$ cat config.mk
export PLATFORM = sky130hd
export DESIGN_NAME = graphic_chart_unit_flat
export DESIGN_NICKNAME = d
export VERILOG_FILES = /design/src/rtl/graphic_chart_unit_pkg.sv /design/src/rtl/graphic_chart_unit_if.sv /design/src/rtl/graphic_chart_unit_scaler.sv /design/src/rtl/graphic_chart_unit.sv /design/src/flat_wrapper.sv
export SDC_FILE = /design/constraint.sdc
export NUM_CORES = 1
export LEC_CHECK = 0
export CAP_MARGIN = 0
export CORE_ASPECT_RATIO = 1.75
export CORE_UTILIZATION = 52
export DETAILED_ROUTE_END_ITERATION = 10
export PLACE_DENSITY = 0.82
export SLEW_MARGIN = 25
export SYNTH_ARGS = -nofsm -noshare
export SYNTH_HDL_FRONTEND = slang
export SYNTH_SLANG_ARGS = --single-unit
export TNS_END_PERCENT = 50
$ cat constraint.sdc
create_clock -name clk -period 9.7 [get_ports clk]
set_clock_uncertainty 0.05 [all_clocks]
set_input_delay 1.455 -clock clk [delete_from_list [all_inputs] [get_ports clk]]
set_output_delay 1.455 -clock clk [all_outputs]
set_load 0.03 [all_outputs]
$ cat src/rtl/graphic_chart_unit_pkg.sv
// Shared types for the chart renderer: pixel modes, FSM states and
// RGB565 field helpers.
package graphic_chart_unit_pkg;

  typedef enum logic [1:0] {
    MODE_BAR       = 2'd0,
    MODE_LINE      = 2'd1,
    MODE_WATERFALL = 2'd2,
    MODE_RSVD      = 2'd3
  } mode_e;

  typedef enum logic [1:0] {
    IDLE  = 2'd0,
    RUN   = 2'd1,
    FLUSH = 2'd2,
    DONE  = 2'd3
  } state_e;

  localparam int RGB_R_MSB = 15;
  localparam int RGB_R_LSB = 11;
  localparam int RGB_G_MSB = 10;
  localparam int RGB_G_LSB = 5;
  localparam int RGB_B_MSB = 4;
  localparam int RGB_B_LSB = 0;

  function automatic logic [4:0] rgbRed(input logic [15:0] px);
    return px[RGB_R_MSB:RGB_R_LSB];
  endfunction

  function automatic logic [5:0] rgbGreen(input logic [15:0] px);
    return px[RGB_G_MSB:RGB_G_LSB];
  endfunction

  function automatic logic [4:0] rgbBlue(input logic [15:0] px);
    return px[RGB_B_MSB:RGB_B_LSB];
  endfunction

endpackage

$ cat src/rtl/graphic_chart_unit_if.sv
// Bus bundle between the compositor (master) and the chart renderer
// (slave), including the value-buffer read port.
interface graphic_chart_unit_if #(
  parameter int COORD_W = 12,
  parameter int VAL_W   = 16,
  parameter int ADDR_W  = 11
);
  logic               start;
  logic [COORD_W-1:0] dy;
  logic [1:0]         mode;
  logic [2:0]         kx;
  logic [ADDR_W-1:0]  bx;
  logic [5:0]         ky;
  logic [COORD_W:0]   by;
  logic [15:0]        color_0;
  logic [15:0]        color_1;
  logic [ADDR_W-1:0]  val_addr;
  logic [VAL_W-1:0]   val_in;
  logic [COORD_W-1:0] dx;
  logic               wr;
  logic [15:0]        data;
  logic               done;
  logic               busy;

  modport master (
    output start, dy, mode, kx, bx, ky, by, color_0, color_1, val_in,
    input  val_addr, dx, wr, data, done, busy
  );

  modport slave (
    input  start, dy, mode, kx, bx, ky, by, color_0, color_1, val_in,
    output val_addr, dx, wr, data, done, busy
  );

endinterface

$ cat src/rtl/graphic_chart_unit_scaler.sv
// Combinational sample scaler: shift by a signed amount, add a signed
// offset and clamp the result into the chart's coordinate range.
module chart_scaler
  import graphic_chart_unit_pkg::*;
#(
  parameter int COORD_W = 12,
  parameter int VAL_W   = 16
) (
  input  logic [VAL_W-1:0]   val_i,
  input  logic [5:0]         ky_i,
  input  logic [COORD_W:0]   by_i,
  output logic [COORD_W-1:0] h_o
);

  localparam int SW   = VAL_W + COORD_W + 8;
  localparam int SUMW = SW + 2;
  localparam logic [SUMW-2:0] HMAX = (SUMW-1)'((1 << COORD_W) - 1);

  logic [SW-1:0]   extVal;
  logic [SW-1:0]   shifted;
  logic [5:0]      kyMag;
  logic [SUMW-1:0] sum;

  // Shift the widened sample, add the sign-extended offset, then clamp;
  // the sum is two bits wider than the shift so its top bit is a true sign.
  always_comb begin
    extVal  = SW'(val_i);
    kyMag   = ky_i[5] ? (~ky_i + 6'd1) : ky_i;
    shifted = ky_i[5] ? (extVal >> kyMag) : (extVal << kyMag);
    sum     = {2'b00, shifted} + {{(SUMW-COORD_W-1){by_i[COORD_W]}}, by_i};
    if (sum[SUMW-1]) begin
      h_o = '0;
    end else if (sum[SUMW-2:0] > HMAX) begin
      h_o = '1;
    end else begin
      h_o = sum[COORD_W-1:0];
    end
  end

endmodule

$ cat src/rtl/graphic_chart_unit.sv
// One-scanline chart renderer: sweeps the columns, reads one buffer
// sample per column through a fixed-latency pipeline and emits one
// RGB565 pixel per cycle in bar, line or waterfall style.
module graphic_chart_unit
  import graphic_chart_unit_pkg::*;
#(
  parameter int COORD_W = 12,
  parameter int VAL_W   = 16,
  parameter int ADDR_W  = 11,
  parameter int LINE_W  = 320,
  parameter int RD_LAT  = 1
) (
  input  logic               clk,
  input  logic               reset_n,
  graphic_chart_unit_if.slave bus
);

  localparam logic [COORD_W-1:0] LAST_COL = COORD_W'(LINE_W - 1);

  state_e             state_q;
  logic [COORD_W-1:0] col_q;
  logic [ADDR_W-1:0]  valAddr_q;
  logic               done_q;

  logic [COORD_W-1:0] dy_q;
  mode_e              mode_q;
  logic [2:0]         kx_q;
  logic [ADDR_W-1:0]  bx_q;
  logic [5:0]         ky_q;
  logic [COORD_W:0]   by_q;
  logic [15:0]        color0_q;
  logic [15:0]        color1_q;

  logic [RD_LAT:0]    vld_q;
  logic [COORD_W-1:0] colPipe_q [RD_LAT+1];
  logic               wr_q;
  logic [COORD_W-1:0] dx_q;
  logic [15:0]        data_q;

  logic               startAccept;
  logic               issueValid;
  logic [COORD_W-1:0] issueCol;
  logic [ADDR_W-1:0]  issueBase;
  logic [ADDR_W-1:0]  valAddr_d;
  logic               lastOut;
  logic [COORD_W-1:0] h;
  logic [15:0]        pix_d;

  chart_scaler #(
    .COORD_W (COORD_W),
    .VAL_W   (VAL_W)
  ) uScaler (
    .val_i (bus.val_in),
    .ky_i  (ky_q),
    .by_i  (by_q),
    .h_o   (h)
  );

  // Decide which column address goes out this cycle; a start that lands
  // while the done pulse is still visible is deliberately refused.
  always_comb begin
    startAccept = (state_q == IDLE) && bus.start && !done_q;
    issueValid  = startAccept || (state_q == RUN);
    issueCol    = (state_q == RUN) ? col_q : '0;
    issueBase   = (state_q == RUN) ? bx_q : bus.bx;
    valAddr_d   = issueBase + ADDR_W'(issueCol >> kx_q);
    lastOut     = vld_q[RD_LAT] && (colPipe_q[RD_LAT] == LAST_COL);
  end

  // Turn the sample arriving this cycle into a pixel colour.
  always_comb begin
    case (mode_q)
      MODE_LINE:      pix_d = (dy_q == h) ? color1_q : color0_q;
      MODE_WATERFALL: pix_d = 16'(bus.val_in);
      default:        pix_d = (dy_q < h) ? color1_q : color0_q;
    endcase
  end

  // Line sequencer: latches the job on start, walks the columns, waits
  // for the pipeline to drain and pulses done.
  always_ff @(posedge clk or negedge reset_n) begin
    if (!reset_n) begin
      state_q   <= IDLE;
      col_q     <= '0;
      valAddr_q <= '0;
      done_q    <= 1'b0;
      dy_q      <= '0;
      mode_q    <= MODE_BAR;
      kx_q      <= '0;
      bx_q      <= '0;
      ky_q      <= '0;
      by_q      <= '0;
      color0_q  <= '0;
      color1_q  <= '0;
    end else begin
      done_q <= 1'b0;
      case (state_q)
        IDLE: begin
          if (startAccept) begin
            dy_q      <= bus.dy;
            mode_q    <= mode_e'(bus.mode);
            kx_q      <= bus.kx;
            bx_q      <= bus.bx;
            ky_q      <= bus.ky;
            by_q      <= bus.by;
            color0_q  <= bus.color_0;
            color1_q  <= bus.color_1;
            valAddr_q <= valAddr_d;
            if (LINE_W == 1) begin
              state_q <= FLUSH;
            end else begin
              state_q <= RUN;
              col_q   <= COORD_W'(1);
            end
          end
        end
        RUN: begin
          valAddr_q <= valAddr_d;
          if (col_q == LAST_COL) begin
            state_q <= FLUSH;
          end else begin
            col_q <= col_q + COORD_W'(1);
          end
        end
        FLUSH: begin
          if (lastOut) begin
            state_q <= DONE;
          end
        end
        DONE: begin
          done_q  <= 1'b1;
          state_q <= IDLE;
        end
        default: state_q <= IDLE;
      endcase
    end
  end

  // Read-latency pipeline carrying the column index alongside the valid
  // bit, and the registered pixel outputs at its end.
  always_ff @(posedge clk or negedge reset_n) begin
    if (!reset_n) begin
      vld_q  <= '0;
      for (int i = 0; i <= RD_LAT; i++) begin
        colPipe_q[i] <= '0;
      end
      wr_q   <= 1'b0;
      dx_q   <= '0;
      data_q <= '0;
    end else begin
      vld_q        <= {vld_q[RD_LAT-1:0], issueValid};
      colPipe_q[0] <= issueCol;
      for (int i = 1; i <= RD_LAT; i++) begin
        colPipe_q[i] <= colPipe_q[i-1];
      end
      wr_q <= vld_q[RD_LAT];
      if (vld_q[RD_LAT]) begin
        dx_q   <= colPipe_q[RD_LAT];
        data_q <= pix_d;
      end
    end
  end

  assign bus.val_addr = valAddr_q;
  assign bus.dx       = dx_q;
  assign bus.wr       = wr_q;
  assign bus.data     = data_q;
  assign bus.done     = done_q;
  assign bus.busy     = (state_q != IDLE);

endmodule

$ cat src/flat_wrapper.sv
// flat-port wrapper written by rule: the top's interface ports become plain ports
module graphic_chart_unit_flat import graphic_chart_unit_pkg::*;
#(
  parameter int COORD_W = 12,
  parameter int VAL_W   = 16,
  parameter int ADDR_W  = 11,
  parameter int LINE_W  = 320,
  parameter int RD_LAT  = 1
)
  (clk, reset_n, bus_start, bus_dy, bus_mode, bus_kx, bus_bx, bus_ky, bus_by, bus_color_0, bus_color_1, bus_val_in, bus_val_addr, bus_dx, bus_wr, bus_data, bus_done, bus_busy);
  graphic_chart_unit_if #(.COORD_W(COORD_W), .VAL_W(VAL_W), .ADDR_W(ADDR_W)) bus_i ();
  input  logic clk;
  input  logic reset_n;
  input wire logic [$bits(bus_i.start)-1:0] bus_start;
  input wire logic [$bits(bus_i.dy)-1:0] bus_dy;
  input wire logic [$bits(bus_i.mode)-1:0] bus_mode;
  input wire logic [$bits(bus_i.kx)-1:0] bus_kx;
  input wire logic [$bits(bus_i.bx)-1:0] bus_bx;
  input wire logic [$bits(bus_i.ky)-1:0] bus_ky;
  input wire logic [$bits(bus_i.by)-1:0] bus_by;
  input wire logic [$bits(bus_i.color_0)-1:0] bus_color_0;
  input wire logic [$bits(bus_i.color_1)-1:0] bus_color_1;
  input wire logic [$bits(bus_i.val_in)-1:0] bus_val_in;
  output wire logic [$bits(bus_i.val_addr)-1:0] bus_val_addr;
  output wire logic [$bits(bus_i.dx)-1:0] bus_dx;
  output wire logic [$bits(bus_i.wr)-1:0] bus_wr;
  output wire logic [$bits(bus_i.data)-1:0] bus_data;
  output wire logic [$bits(bus_i.done)-1:0] bus_done;
  output wire logic [$bits(bus_i.busy)-1:0] bus_busy;
  assign bus_i.start = bus_start;
  assign bus_i.dy = bus_dy;
  assign bus_i.mode = bus_mode;
  assign bus_i.kx = bus_kx;
  assign bus_i.bx = bus_bx;
  assign bus_i.ky = bus_ky;
  assign bus_i.by = bus_by;
  assign bus_i.color_0 = bus_color_0;
  assign bus_i.color_1 = bus_color_1;
  assign bus_i.val_in = bus_val_in;
  assign bus_val_addr = bus_i.val_addr;
  assign bus_dx = bus_i.dx;
  assign bus_wr = bus_i.wr;
  assign bus_data = bus_i.data;
  assign bus_done = bus_i.done;
  assign bus_busy = bus_i.busy;
  graphic_chart_unit #(.COORD_W(COORD_W), .VAL_W(VAL_W), .ADDR_W(ADDR_W), .LINE_W(LINE_W), .RD_LAT(RD_LAT)) u_core (.clk(clk), .reset_n(reset_n), .bus(bus_i));
endmodule
======== After elaboration in Yosys (flattened, before gate mapping) ========
Cells that the tools add are included.
operators by class
  add/sub/neg operators ................... 4
  $lt $le $gt $ge ......................... 2
  equal/unequal tests ..................... 12
  shift operators ......................... 3
  mux-type cells .......................... 19
  bitwise operators ....................... 1
  reductions and logical operators ........ 12
operator list
  operator                                                          number
  two-way mux 12 bit                                                5
  adder 37 x 13 -> 38 bit                                           1
  greater-than comparator 37 x 12 -> 1 bit (second input constant)  1
  two-way mux 36 bit                                                1
  << shifter 16 x 6 -> 36 bit                                       1
  >> shifter 16 x 6 -> 36 bit                                       1
  two-way mux 16 bit                                                2
  case mux 16 bit (2 select lines)                                  1
  equality test 12 x 9 -> 1 bit (second input constant)             2
  case mux 12 bit (2 select lines)                                  1
  two-way mux 11 bit                                                2
  case mux 11 bit (2 select lines)                                  1
  adder 12 x 1 -> 12 bit (second input constant)                    1
  equality test 12 bit                                              1
  less-than comparator 12 bit                                       1
  >> shifter 12 x 3 -> 11 bit                                       1
  adder 11 bit                                                      1
  case mux 2 bit (4 select lines)                                   1
  adder 6 x 1 -> 6 bit (second input constant)                      1
  equality test 2 bit (second input constant)                       3
  two-way mux 2 bit                                                 3
  two-way mux 6 bit                                                 1
  NOT 6 bit                                                         1
  AND reduction 3 bit                                               2
  other kinds (10)                                                  17
word-level totals
  register bits ........................... 160
  input bits .............................. 98
  output and inout bits ................... 42
  word-level logic and storage cells ...... 71

======== Depth between registers and ports, before layout ========
  word-level depth ........................ 12
  gate-level depth with buffers ........... 38
  gate-level depth less buffers ........... 31

======== Cells and area by module ========
A second synthesis with hierarchy kept.
second synthesis, totals
  cell total of the unflattened synthesis .. 1374
  area total of the unflattened synthesis .. 12423.2 µm²
by module, submodules not included
  module              instances  cells an instance  area an instance (µm²)
  graphic_chart_unit  1          684                7827.5
  chart_scaler        1          690                4595.7

======== Worst setup path before layout ========
Ideal clock, no wire load.
  path type ............................... register -> register
  from .................................... register u_core.ky_q[0]
  to ...................................... register u_core.data_q[10] (netlist: u_core.bus.data[10])
  library setup time ...................... 125 ps
  arrival ................................. 8275 ps
  setup slack ............................. 1250 ps
  stages on the path, launching flop included .. 34
  path buffers ............................ 5
  cells stage by stage .................... dfrtp_1 clkbuf_1 clkinv_1 clkbuf_1 ha_1 mux2i_1 clkbuf_1 mux4_2 nand3_1 o21ai_0 nor2_1 nor2_1 a21oi_1 nor2_1 ha_1 fa_1 a21o_1 a221oi_2 o31ai_2 a22oi_2 a21oi_2 o21ai_2 xnor2_1 or4_4 buf_6 o41ai_2 ha_1 nand4_1 nor3_1 clkbuf_1 mux2_2 a221oi_1 a21oi_1 mux2_2
on the way
  longest elaborated chain between the ends .. 12
  elaborated cells on any way between the ends .. 15
  classes of those cells .................. add/sub (2); order compare (2); eq/ne (1); shift (2); mux (7); bitwise (1)
RTL lines
  item                                                                        line                                                text
  start: declaration                                                          graphic_chart_unit.sv:29                            logic [5:0] ky_q;
  start signal: assignment                                                    graphic_chart_unit.sv:104                           ky_q <= bus.ky;
  NOT 6 bit                                                                   graphic_chart_unit_scaler.sv:28                     kyMag = ky_i[5] ? (~ky_i + 6'd1) : ky_i;
  adder 6 x 1 -> 6 bit                                                        graphic_chart_unit_scaler.sv:28
  two-way mux 6 bit (*)                                                       graphic_chart_unit_scaler.sv:28
  << shifter 16 x 6 -> 36 bit or >> shifter 16 x 6 -> 36 bit (tied branches)  graphic_chart_unit_scaler.sv:29                     shifted = ky_i[5] ? (extVal >> kyMag) : (extVal << kyMag);
  two-way mux 36 bit (*)                                                      graphic_chart_unit_scaler.sv:29
  adder 37 x 13 -> 38 bit (*)                                                 graphic_chart_unit_scaler.sv:30                     sum = {2'b00, shifted} + {{(SUMW-COORD_W-1){by_i[COORD_W]}}, by_i};
  greater-than comparator 37 x 12 -> 1 bit                                    graphic_chart_unit_scaler.sv:33                     end else if (sum[SUMW-2:0] > HMAX) begin
  two-way mux 12 bit                                                          graphic_chart_unit_scaler.sv:33
  two-way mux 12 bit (*)                                                      graphic_chart_unit_scaler.sv:31                     if (sum[SUMW-1]) begin
  less-than comparator 12 bit or equality test 12 bit (tied branches)         graphic_chart_unit.sv:75, graphic_chart_unit.sv:73
  two-way mux 16 bit, on equally long branches                                graphic_chart_unit.sv:75, graphic_chart_unit.sv:73
  case mux 16 bit (2 select lines) (*)                                        graphic_chart_unit.sv:72                            case (mode_q)
  end signal: assignment                                                      graphic_chart_unit.sv:159                           data_q <= pix_d;
  end: declaration                                                            graphic_chart_unit.sv:38                            logic [15:0] data_q;
Mark *: on every way between the ends. The rest lies on a longest branch, timed or not.
A chain may end at the register's enable or synchronous reset.

======== Final worst setup path ========
  from .................................... register u_core.ky_q[0]
  to ...................................... register u_core.data_q[13] (netlist: u_core.bus.data[13])
The elaborated chain is that of the path after synthesis.

==> results.txt <==
status - complete, no violations
starting density of the core - 52.98%
Crit Path Max Fanout - 16
CTS tree - done
core area - 0.02265 mm^2
I/O Buffers - 139
area of the multi-input gates - 0.007586 mm^2
Layout Utilization - 63.04%
met1 Track Usage GR - 32.00%
number of fill cells in the layout - 1,937
vias in the first global route - 11,150
post-DR vias/cell - 6.348
min cycle time layout - 8562 ps
Initial DRC Count - 609
clk buf depth - 2
largest net degree at the start of global routing - 96
synthesized flop and latch total - 160
CTS H-tree depth - 4
Hold Violations, Final - 0
Distinct cells, synth - 80
largest family of logic cells by synthesized area - multiplexers
routed length per instance - 22.59 um
synth-to-layout area growth - 18.97%
Setup CP Type - register to register
Netlist Area Pre-Place - 0.01200 mm^2
post-synthesis adder-cell area fraction - 7.631%
hold_buf cts - 0
Final ANT Viol Nets - 0
Critical Path RT - 9980 ps
most used flip-flop cell after synthesis - dfrtp_1
most frequent CP cell - a21oi_1
Synth Area in XOR/XNOR - 3.065%
largest area contributor in the netlist - dfrtp_1
met3 Use GR - 9.672%
GRT busiest layer - met2
total track usage - 33.91%
HP Class - register to register
proportion of netlist area held by the largest area contributor - 33.36%
grt ovf - 0
Max-Cap Viols - 0
Post-Syn Instances - 1,266
Worst Tran Pin Value - 1057 ps
Post-synth top cells - 160 x dfrtp_1, 153 x mux2_2, 118 x a21oi_1
Worst path depth - 29
fraction of synthesized area in multiplexers - 21.80%
RSZ-0062 raised after global routing - no
clk slew on worst S/H paths - 80 ps
Setup TNS - 0 ps
final wirelength - 38,090 um
Die Width - 116.8 um
CP max-delay cell - mux2i_2
Buf+Inv Stages, Crit Path - 4
Async S/R FF share, synth - 100.0%
worst r2r dst - u_core.bus.data[13]
most instantiated library cell after synthesis - dfrtp_1
CP Capture Type - register
post-CTS sizing - 0
CTS Buf Count - 17
CP startpoint - u_core.ky_q[0]
worst setup path endpoint - u_core.bus.data[13]
post-synth net total - 1,436
Syn Area/Cell - 9.480 um^2
slew margin rel. - 29.53%
Reg2Reg Depth - 29
Peak Freq - 116.8 MHz
clk_lat worst skew - 450 ps
via count - 10,700
DP Wirelength - 28,090 um
nets@finish - 1,542
Ports - 140
row count - 73
drt first pass iters - 5
critical path arrival - 8840 ps
top cells by area, synth - dfrtp_1 33%, mux2_2 14%, ha_1 7.3%, mux2i_1 6.5%, a21oi_1 4.9%
share of layout cells above drive strength 1 - 17.69%
initial antenna violation count - 1
worst reg2reg path startpoint - u_core.ky_q[0]
CP startpoint kind - register
reg2reg setup slack - 1140 ps
register area - 0.004004 mm^2
Compound-Gate Fraction of Synth Area - 17.15%
PnR worst setup slack - 1138 ps
global-route wire length before repair - 59,470 um
YS warnings - 0
pre-CTS setup slack - 880.4 ps
Finish-stage setup viols - 0
total die area - 0.02372 mm^2
post-synthesis sequential area ratio - 33.36%
Clock Sink Count - 160
Post-CTS Setup Inserts - 0
Post-synth EDFFs - 0
DRC viols - 0
Period Utilization, post-route - 88.27%
simple-gate share of the synthesized area - 13.24%
Largest delay share family, worst path - compound AO/OA/AOI/OAI gates
Final Slew Violations - 0
clock root buffer - clkbuf_16
met2 Use GR - 58.41%
largest stage delay on the critical path - 790 ps
Placer Congestion - 1.012
DIE HEIGHT - 203.0 um
## how the worst min path moves through the flow
| stage | startpoint | end | slack (ps) | depth (start not counted) |
|---|---|---|---|---|
| after CTS | u_core.colPipe_q[19] | u_core.colPipe_q[7] | 300 | 0 |
| after detailed placement | u_core.colPipe_q[19] | u_core.colPipe_q[7] | 290 | 0 |
| after global routing | u_core.colPipe_q[19] | u_core.colPipe_q[7] | 300 | 0 |
| final | u_core.colPipe_q[16] | u_core.colPipe_q[4] | 300 | 0 |
| after floorplan | u_core.colPipe_q[12] | u_core.colPipe_q[0] | 280 | 0 |
| after global placement | u_core.colPipe_q[22] | u_core.colPipe_q[10] | 280 | 0 |
## metal layers
layer  up-vias  share of wire [%]
li1       4874                  -
met1      5193                 33
met2       439                 52
met3       195                6.3
met4         2                9.3
met5         -              0.034
## through the flow
step | instances | area, um^2 | hold WS, ps
floorplan | 1266 | 12000 | 281.2
global placement | 1653 | 13650 | 283.9
detailed placement | 1653 | 13650 | 285.5
CTS | 1685 | 14280 | 300.7
global route | 1685 | 14280 | 302.7
finish | 1686 | 14280 | 296.8
## placed cells by master, fill, tap and decap left out, types with 16 or more instances in the layout
cell,netlist,final
mux2i_1,78,77
nand3_1,27,27
o21ai_0,59,58
nand2_1,91,91
xnor2_1,25,23
a21oi_1,118,118
clkbuf_16,0,17
clkdlybuf4s50_1,0,138
ha_1,70,70
mux2_2,153,153
a211oi_1,16,16
a221oi_1,22,22
nand4_1,17,17
nor2_1,114,114
dfrtp_1,160,160
buf_4,4,20
inv_1,34,34
## worst register-to-register path: cells and delay by family (launching register included)
family | cells | cell delay (ps)
compound gates | 12 | 3000
mux | 5 | 1910
fa+ha+maj | 3 | 1030
simple gates | 4 | 1030
buf+inv | 4 | 830
flops | 1 | 390
xor+xnor | 1 | 200
## registers in the layout (all words and copies together), names as in the netlist
name,cells
u_core.bus.data,16
u_core.bus.done,1
u_core.bus.dx,12
u_core.bus.val_addr,11
u_core.bus.wr,1
u_core.bx_q,11
u_core.by_q,13
u_core.colPipe_q,24
u_core.col_q,12
u_core.color0_q,16
u_core.color1_q,16
u_core.dy_q,12
u_core.kx_q,3
u_core.ky_q,6
u_core.mode_q,2
u_core.state_q,2
u_core.vld_q,2
## logic make-up (layout without fill, tap and decap cells)
group | Yosys count | in the layout
compound gates | 311 | 311
xor+xnor | 42 | 42
fa+ha+maj | 72 | 72
buf+inv | 109 | 228
flops | 160 | 160
mux | 236 | 236
other cells | 0 | 1
simple gates | 336 | 336
## layout make-up
cell class | count | area share (%)
multi-input combinational | 997 | 53.13
sequential | 160 | 28.04
timing repair buffer | 160 | 10.88
clock buffer | 17 | 2.979
tap | 300 | 2.629
clock inverter | 15 | 1.376
inverter | 36 | 0.9464
antenna | 1 | 0.01753
Power is not shown: default switching activity piles up to over one toggle a cycle in this logic, so the estimate is an artifact.
